### config.mk
export PLATFORM = sky130hd
export DESIGN_NAME = alu_status_stage_flat
export DESIGN_NICKNAME = d
export VERILOG_FILES = /design/src/rtl/alu_status_stage_if.sv /design/src/rtl/alu_status_stage.sv /design/src/flat_wrapper.sv
export SDC_FILE = /design/constraint.sdc
export NUM_CORES = 1
export LEC_CHECK = 0
export ABC_CLOCK_PERIOD_IN_PS = 8100
export CAP_MARGIN = 20
export CORE_MARGIN = 5
export CORE_UTILIZATION = 50
export DETAILED_ROUTE_END_ITERATION = 12
export PLACE_DENSITY = 0.79
export SETUP_SLACK_MARGIN = 0.3
export SLEW_MARGIN = 20
export SYNTH_ARGS = -nofsm -noshare
export SYNTH_HDL_FRONTEND = slang
export SYNTH_SLANG_ARGS = --single-unit
### constraint.sdc
create_clock -name clk -period 8.1 [get_ports clk]
set_input_delay 1.62 -clock clk [delete_from_list [all_inputs] [get_ports clk]]
set_output_delay 1.62 -clock clk [all_outputs]
set_load 0.02 [all_outputs]
### src/rtl/alu_status_stage_if.sv
// Operand/result bundle between the controller/shifter and alu_status_stage.
// master drives operands and load strobes; slave returns result and flags.
interface alu_status_stage_if #(
  parameter int WIDTH = 16
);
  logic [WIDTH-1:0] ain;
  logic [WIDTH-1:0] bin;
  logic [1:0]       alu_op;
  logic             loadc;
  logic             loads;
  logic [WIDTH-1:0] c;
  logic             z;
  logic             n;
  logic             v;
  logic             c_valid;

  modport master (
    output ain, bin, alu_op, loadc, loads,
    input  c, z, n, v, c_valid
  );

  modport slave (
    input  ain, bin, alu_op, loadc, loads,
    output c, z, n, v, c_valid
  );
endinterface

### src/rtl/alu_status_stage.sv
// Execute stage after the barrel shifter: ADD/SUB/AND/NOT-B into C, Z/N/V status.
// Define ALU_OVF_EN to build the overflow flag; otherwise v is tied to 0.
module alu_status_stage #(
  parameter int WIDTH = 16
) (
  input logic               clk,
  input logic               rst_n,
  alu_status_stage_if.slave bus
);

  logic [WIDTH-1:0] res;
  logic [WIDTH-1:0] c_q, c_d;
  logic             z_q, z_d;
  logic             n_q, n_d;
  logic             cv_q, cv_d;

  always_comb begin
    res = '0;
    unique case (bus.alu_op)
      2'b00: res = bus.ain + bus.bin;
      2'b01: res = bus.ain - bus.bin;
      2'b10: res = bus.ain & bus.bin;
      2'b11: res = ~bus.bin;
    endcase
  end

  always_comb begin
    c_d  = c_q;
    z_d  = z_q;
    n_d  = n_q;
    cv_d = bus.loadc;
    if (bus.loadc) c_d = res;
    if (bus.loads) begin
      z_d = (res == '0);
      n_d = res[WIDTH-1];
    end
  end

  always_ff @(posedge clk) begin
    if (!rst_n) begin
      c_q  <= '0;
      z_q  <= 1'b0;
      n_q  <= 1'b0;
      cv_q <= 1'b0;
    end else begin
      c_q  <= c_d;
      z_q  <= z_d;
      n_q  <= n_d;
      cv_q <= cv_d;
    end
  end

`ifdef ALU_OVF_EN
  logic sa, sb, sr;
  logic ovf;
  logic v_q, v_d;

  assign sa = bus.ain[WIDTH-1];
  assign sb = bus.bin[WIDTH-1];
  assign sr = res[WIDTH-1];

  // Signed overflow only exists for the arithmetic ops
  always_comb begin
    ovf = 1'b0;
    unique case (bus.alu_op)
      2'b00: ovf = (sa == sb) && (sr != sa);
      2'b01: ovf = (sa != sb) && (sr != sa);
      2'b10: ovf = 1'b0;
      2'b11: ovf = 1'b0;
    endcase
  end

  always_comb begin
    v_d = v_q;
    if (bus.loads) v_d = ovf;
  end

  always_ff @(posedge clk) begin
    if (!rst_n) v_q <= 1'b0;
    else        v_q <= v_d;
  end

  assign bus.v = v_q;
`else
  assign bus.v = 1'b0;
`endif

  assign bus.c       = c_q;
  assign bus.z       = z_q;
  assign bus.n       = n_q;
  assign bus.c_valid = cv_q;

endmodule

### src/flat_wrapper.sv
// flat-port wrapper written by rule: the top's interface ports become plain ports
module alu_status_stage_flat 
#(
  parameter int WIDTH = 16
)
  (clk, rst_n, bus_ain, bus_bin, bus_alu_op, bus_loadc, bus_loads, bus_c, bus_z, bus_n, bus_v, bus_c_valid);
  alu_status_stage_if #(.WIDTH(WIDTH)) bus_i ();
  input logic clk;
  input logic rst_n;
  input wire logic [$bits(bus_i.ain)-1:0] bus_ain;
  input wire logic [$bits(bus_i.bin)-1:0] bus_bin;
  input wire logic [$bits(bus_i.alu_op)-1:0] bus_alu_op;
  input wire logic [$bits(bus_i.loadc)-1:0] bus_loadc;
  input wire logic [$bits(bus_i.loads)-1:0] bus_loads;
  output wire logic [$bits(bus_i.c)-1:0] bus_c;
  output wire logic [$bits(bus_i.z)-1:0] bus_z;
  output wire logic [$bits(bus_i.n)-1:0] bus_n;
  output wire logic [$bits(bus_i.v)-1:0] bus_v;
  output wire logic [$bits(bus_i.c_valid)-1:0] bus_c_valid;
  assign bus_i.ain = bus_ain;
  assign bus_i.bin = bus_bin;
  assign bus_i.alu_op = bus_alu_op;
  assign bus_i.loadc = bus_loadc;
  assign bus_i.loads = bus_loads;
  assign bus_c = bus_i.c;
  assign bus_z = bus_i.z;
  assign bus_n = bus_i.n;
  assign bus_v = bus_i.v;
  assign bus_c_valid = bus_i.c_valid;
  alu_status_stage #(.WIDTH(WIDTH)) u_core (.clk(clk), .rst_n(rst_n), .bus(bus_i));
endmodule
# Yosys cells after proc, flatten, opt, wreduce, memory -nomap -nowiden
# Index checks and enable logic that the tools add are counted.
totals:
  register_bits: 19
  inputBits: 38
  out_inout_bits: 20
  wordCells: 14
op_classes:
  n_addsub: 2
  eq_ne: 3
  mux: 1
  bitwise_logic: 2
  reduce_logical: 2
op_table:
  columns: ["cell", "count"]
  rows:
  - ["16-bit one-hot mux with 4 select lines", 1]
  - ["16-bit adder", 1]
  - ["16-bit AND", 1]
  - ["16-bit zero test", 1]
  - ["16-bit inverter", 1]
  - ["16-bit subtractor", 1]
  - ["2-bit equality test, second input constant", 2]
  - ["2-bit by 1-bit equality test with 1-bit output, second input constant", 1]
  - ["2-bit zero test", 1]

# Logic depth before layout (Yosys ltp)
logic_depth:
  word_depth: 3
  ltp_mapped: 17
  ltp_nobuf: 16

# Worst setup path before layout
# OpenSTA, ideal clock, no wires.
synth_path:
  path_type: "input to register"
  startpoint: "in bus_bin[2]"
  endpoint: "reg u_core.z_q (netlist: u_core.bus.z)"
  setup_ns: 0.074
  t_arrival_ns: 4.651
  required_time_ns: 8.026
  slack_ns: 3.375
  stages: 16
  n_path_buf: 1
  cell_sequence: "buf_2 nor4_4 nand2b_2 or4_4 nor4_4 nor2_1 xnor2_1 ha_1 or3_1 a211oi_1 a211oi_1 a211oi_1 o211ai_1 nor4b_1 nand4_1 o21ai_0"
synth_via:
  elab_chain_len: 3
  word_cells_on_any_way: 6
  cone_classes: "add/sub (2); mux (1); bitwise (2); reduce/logical (1)"
synth_lines:
  columns: ["item", "line", "source"]
  rows:
  - ["start, declared", "flat_wrapper.sv:11", "input wire logic [$bits(bus_i.bin)-1:0] bus_bin;"]
  - ["16-bit subtractor (tied with other cells)", "alu_status_stage.sv:21", "2'b01: res = bus.ain - bus.bin;"]
  - ["16-bit one-hot mux with 4 select lines (*)", "alu_status_stage.sv:19", "unique case (bus.alu_op)"]
  - ["16-bit zero test (*)", "alu_status_stage.sv:34", "z_d = (res == '0);"]
  - ["end signal, assigned", "alu_status_stage.sv:47", "z_q <= z_d;"]
  - ["end, declared", "alu_status_stage.sv:13", "logic z_q, z_d;"]
# Mark *: on every way between the ends. The rest lies on a longest branch, timed or not.
# A chain may end at the register's enable or synchronous reset.

# Worst setup path after layout
layout_path:
  startpoint: "in bus_alu_op[0]"
  endpoint: "reg u_core.z_q (netlist: u_core.bus.z)"
layout_via:
  elab_chain_len: 3
  word_cells_on_any_way: 6
  cone_classes: "eq/ne (3); mux (1); reduce/logical (2)"
layout_lines:
  columns: ["item", "line", "source"]
  rows:
  - ["start, declared", "flat_wrapper.sv:12", "input wire logic [$bits(bus_i.alu_op)-1:0] bus_alu_op;"]
  - ["2-bit equality test (tied with other cells)", "alu_status_stage.sv:19", null]
  - ["16-bit one-hot mux with 4 select lines (*)", "alu_status_stage.sv:19", null]
  - ["16-bit zero test (*)", "alu_status_stage.sv:34", null]
# Marked as above.

==> flow_summary.toml <==
[critical_path]
crit_type = "in -> reg"
cp-start-kind = "primary input"
worstPathArrival_ns = 6.07
cp_slowest_stage_delay_ns = 0.80
critPathMaxFanout = 29
cp_slowest_cell = "nor2_1"
crit_chain = "clkdlybuf4s50_1 -> inv_1 -> nor2_1 -> mux2_2 -> fa_1 -> nand2b_1 -> a21oi_1 -> nor2_1 -> xor2_1 -> o21ai_0 -> a2111o_1 -> nor4b_1 -> nand4_1 -> o21ai_0"
crit_required_ns = 8.29
endpoint_kind = "register"

[clocking]
cts.clk_slew.worst_paths_ns = 0.07
clock_path_buffers = 2
numCtsBuffers = 3
hold_buffers = 0
htreeDepth = 1
cts_tree = "built"
cts_root_buf = "clkbuf_8"
postCtsSetupRepairBufs = 0
insertion_delay_ns = 0.26
postCtsResizedCells = 0
cts_sinks = 19

[cells_and_area]
final_area_um2 = 2800
drive_gt1_share_pct = 3.28
syn2layout_area_growth_pct = 27.8
diodes = 0
fin_nets = 392
fin_util_pct = 65.2

[route]
routed_wl_mm = 6.01
drc_errors = 0
drt_first_pass_iters = 4
detailroute.wirelength.met2_mm = 3.02
wl_met1_mm = 2.62
wl_met3_um = 252
vias = 2265
dr.first_iter.drc_count = 146
drtAntennaViolNets = 0
highest_layer = "met4"
avgViaCountPerCell = 5.85
routedWlPerCell_um = 15.5

[floorplanning]
start_util_pct = 51.0
die-height_um = 76.2
ioPinCount = 58
coreArea_um2 = 4290
row_count = 24
die_x_um = 76.2
fp.dieArea_um2 = 5810

[synth]
synth_most_common_cell = "nor2_1"
synth_top_area_share_pct = 17.4
synth_area_per_cell_um2 = 7.53
synth.area.top_cells = "dfxtp_1 17%, ha_1 9.7%, xnor2_1 8.8%"
netlist_instances = 291
synth_top_area_cell = "dfxtp_1"
synth_edf_count = 0
syn_area_um2 = 2190
yosys-top-cells-count = "28 x nor2_1, 22 x o21ai_0, 22 x xnor2_1, 21 x a21oi_1, 19 x dfxtp_1"
ys_warn_count = 0
ys_async_sr_fraction_pct = 0
synth-seq-cells = 19
ys_types = 51
syn_nets = 347
synth_seq_area_share_pct = 17.4
ys.flop_type = "dfxtp_1"

[global_routing]
grt_pass1_wl_mm = 10.0
antenna_found_initial = 0
gr-total-overflow = 0
grt_max_degree = 34
track_usage_pct = 20.4
grt_pass1_vias = 2161

[sta]
max_freq_mhz = 170
rsz0062_at_grt = "false"
slew_viol_final = 0
fin_crit_sh_pct = 72.5
relSlewSlack_pct = 39.5
fin_skew_ns = 0
setup_viol = 0
tightest_slew_ns = 0.905
fin_tns_setup_ns = 0
setup_ws_ns = 2.23
hold_violations = 0
finalWorstPathRequiredPeriod_ns = 5.87

[placement]
hpwl_mm = 4.77
io_buffers = 56
gp_congestion = 0.884
place_area_um2 = 2760
preCtsSetupSlack_ns = 2.03

[run_status]
status = "completed"

[run]
cap_violations = 0

[pwr]
p_leak_nw = 1.16
power_density_nw_per_um2 = 137
irDropWorstVdd_mv = 0.137

[worst_hold_path]
hp-class = "reg -> reg"
where the power goes:
group          leakage, nW  internal, W  switching (W)
Clock               0.0228    0.0000350      0.0000307
Combinational        0.978    0.0000991       0.000111
Sequential           0.157     0.000102     0.00000439
area by class of cell:
| type | instances | area (µm²) |
|---|---|---|
| inverters | 13 | 48.8 |
| repair buffers | 57 | 568 |
| flip-flops and latches | 19 | 380 |
| multi-input cells | 242 | 1690 |
| fillers | 391 | 1490 |
| clock buffers | 4 | 45.0 |
| well taps | 52 | 65.1 |
path summary, 6_finish.rpt:
path                                              startpoint                           end  slack, ns  cells past startpoint
worst min-delay path            u_core.bus.c[4]$_SDFFE_PN0P_  u_core.bus.c[4]$_SDFFE_PN0P_       0.48                      1
worst max register to register  u_core.bus.c[6]$_SDFFE_PN0P_  u_core.bus.c[6]$_SDFFE_PN0P_       7.29                      2
worst max-delay path                           bus_alu_op[0]     u_core.bus.z$_SDFFE_PN0P_       2.23                     14
worst min register to register  u_core.bus.c[4]$_SDFFE_PN0P_  u_core.bus.c[4]$_SDFFE_PN0P_       0.48                      1
flip-flops by register name, summed over array words and instances, names as in the netlist:
| register | flops |
|---|---|
| u_core.bus.c_valid | 1 |
| u_core.bus.c | 16 |
| u_core.bus.n | 1 |
| u_core.bus.z | 1 |
metal layers:
layer,track usage (%),vias to the layer above
met5,0,-
met4,7.17,0
met3,3.66,12
met2,35.8,61
met1,24.7,1035
li1,-,1157
kinds of logic after synthesis:
group / after synthesis / share of synthesized area (%)
and+or+nand+nor: 96 / 23.9
muxes: 5 / 2.40
adders and majority gates: 18 / 10.6
DFF: 19 / 17.4
xor gates and xnor gates: 27 / 10.8
AOI/OAI and AO/OA: 95 / 29.4
other: 1 / 0.171
buffers and inverters: 30 / 5.37
layout by cell type (no fill, tap or decap), drive strengths merged, types with 2 or more instances in the layout:
cell type      instances
a2111o                 2
dfxtp                 19
a21oi                 21
nand3                 16
o211a                 11
a211o                  4
nor3                   5
xor2                   5
a211oi                 6
clkbuf                 4
nand2b                 4
a21o                   3
and3                   2
nor4                   2
o21ai                 23
nor2b                  4
nand3b                 3
nor3b                  4
mux2                   2
inv                   12
nand4                  3
nor2                  28
ha                    17
nand2                 16
o211ai                 7
mux2i                  3
clkdlybuf4s50         56
nor4b                  4
o21a                   4
a31oi                  6
xnor2                 22
worst max-delay path: cells and delay by family:
family                   cells  cell delay [ns]
adder cells (fa/ha/maj)      1             0.43
buffers and inverters        2             0.88
AO/OA/AOI/OAI                4             0.95
multiplexers                 1             0.45
XOR/XNOR                     1             0.13
AND/OR/NAND/NOR              5             1.58
stage by stage:
| step | std cells | power (W) | hold WS [ns] |
|---|---|---|---|
| finish | 387 | 0.000382 | 0.479 |
| global placement | 383 | 0.000313 | 0.462 |
| floorplan | 291 | 0.000249 | 0.549 |
| detailed placement | 383 | 0.000316 | 0.467 |
| CTS | 387 | 0.000382 | 0.483 |
| global route | 387 | 0.000410 | 0.505 |
(Power assumes the default switching activity.)
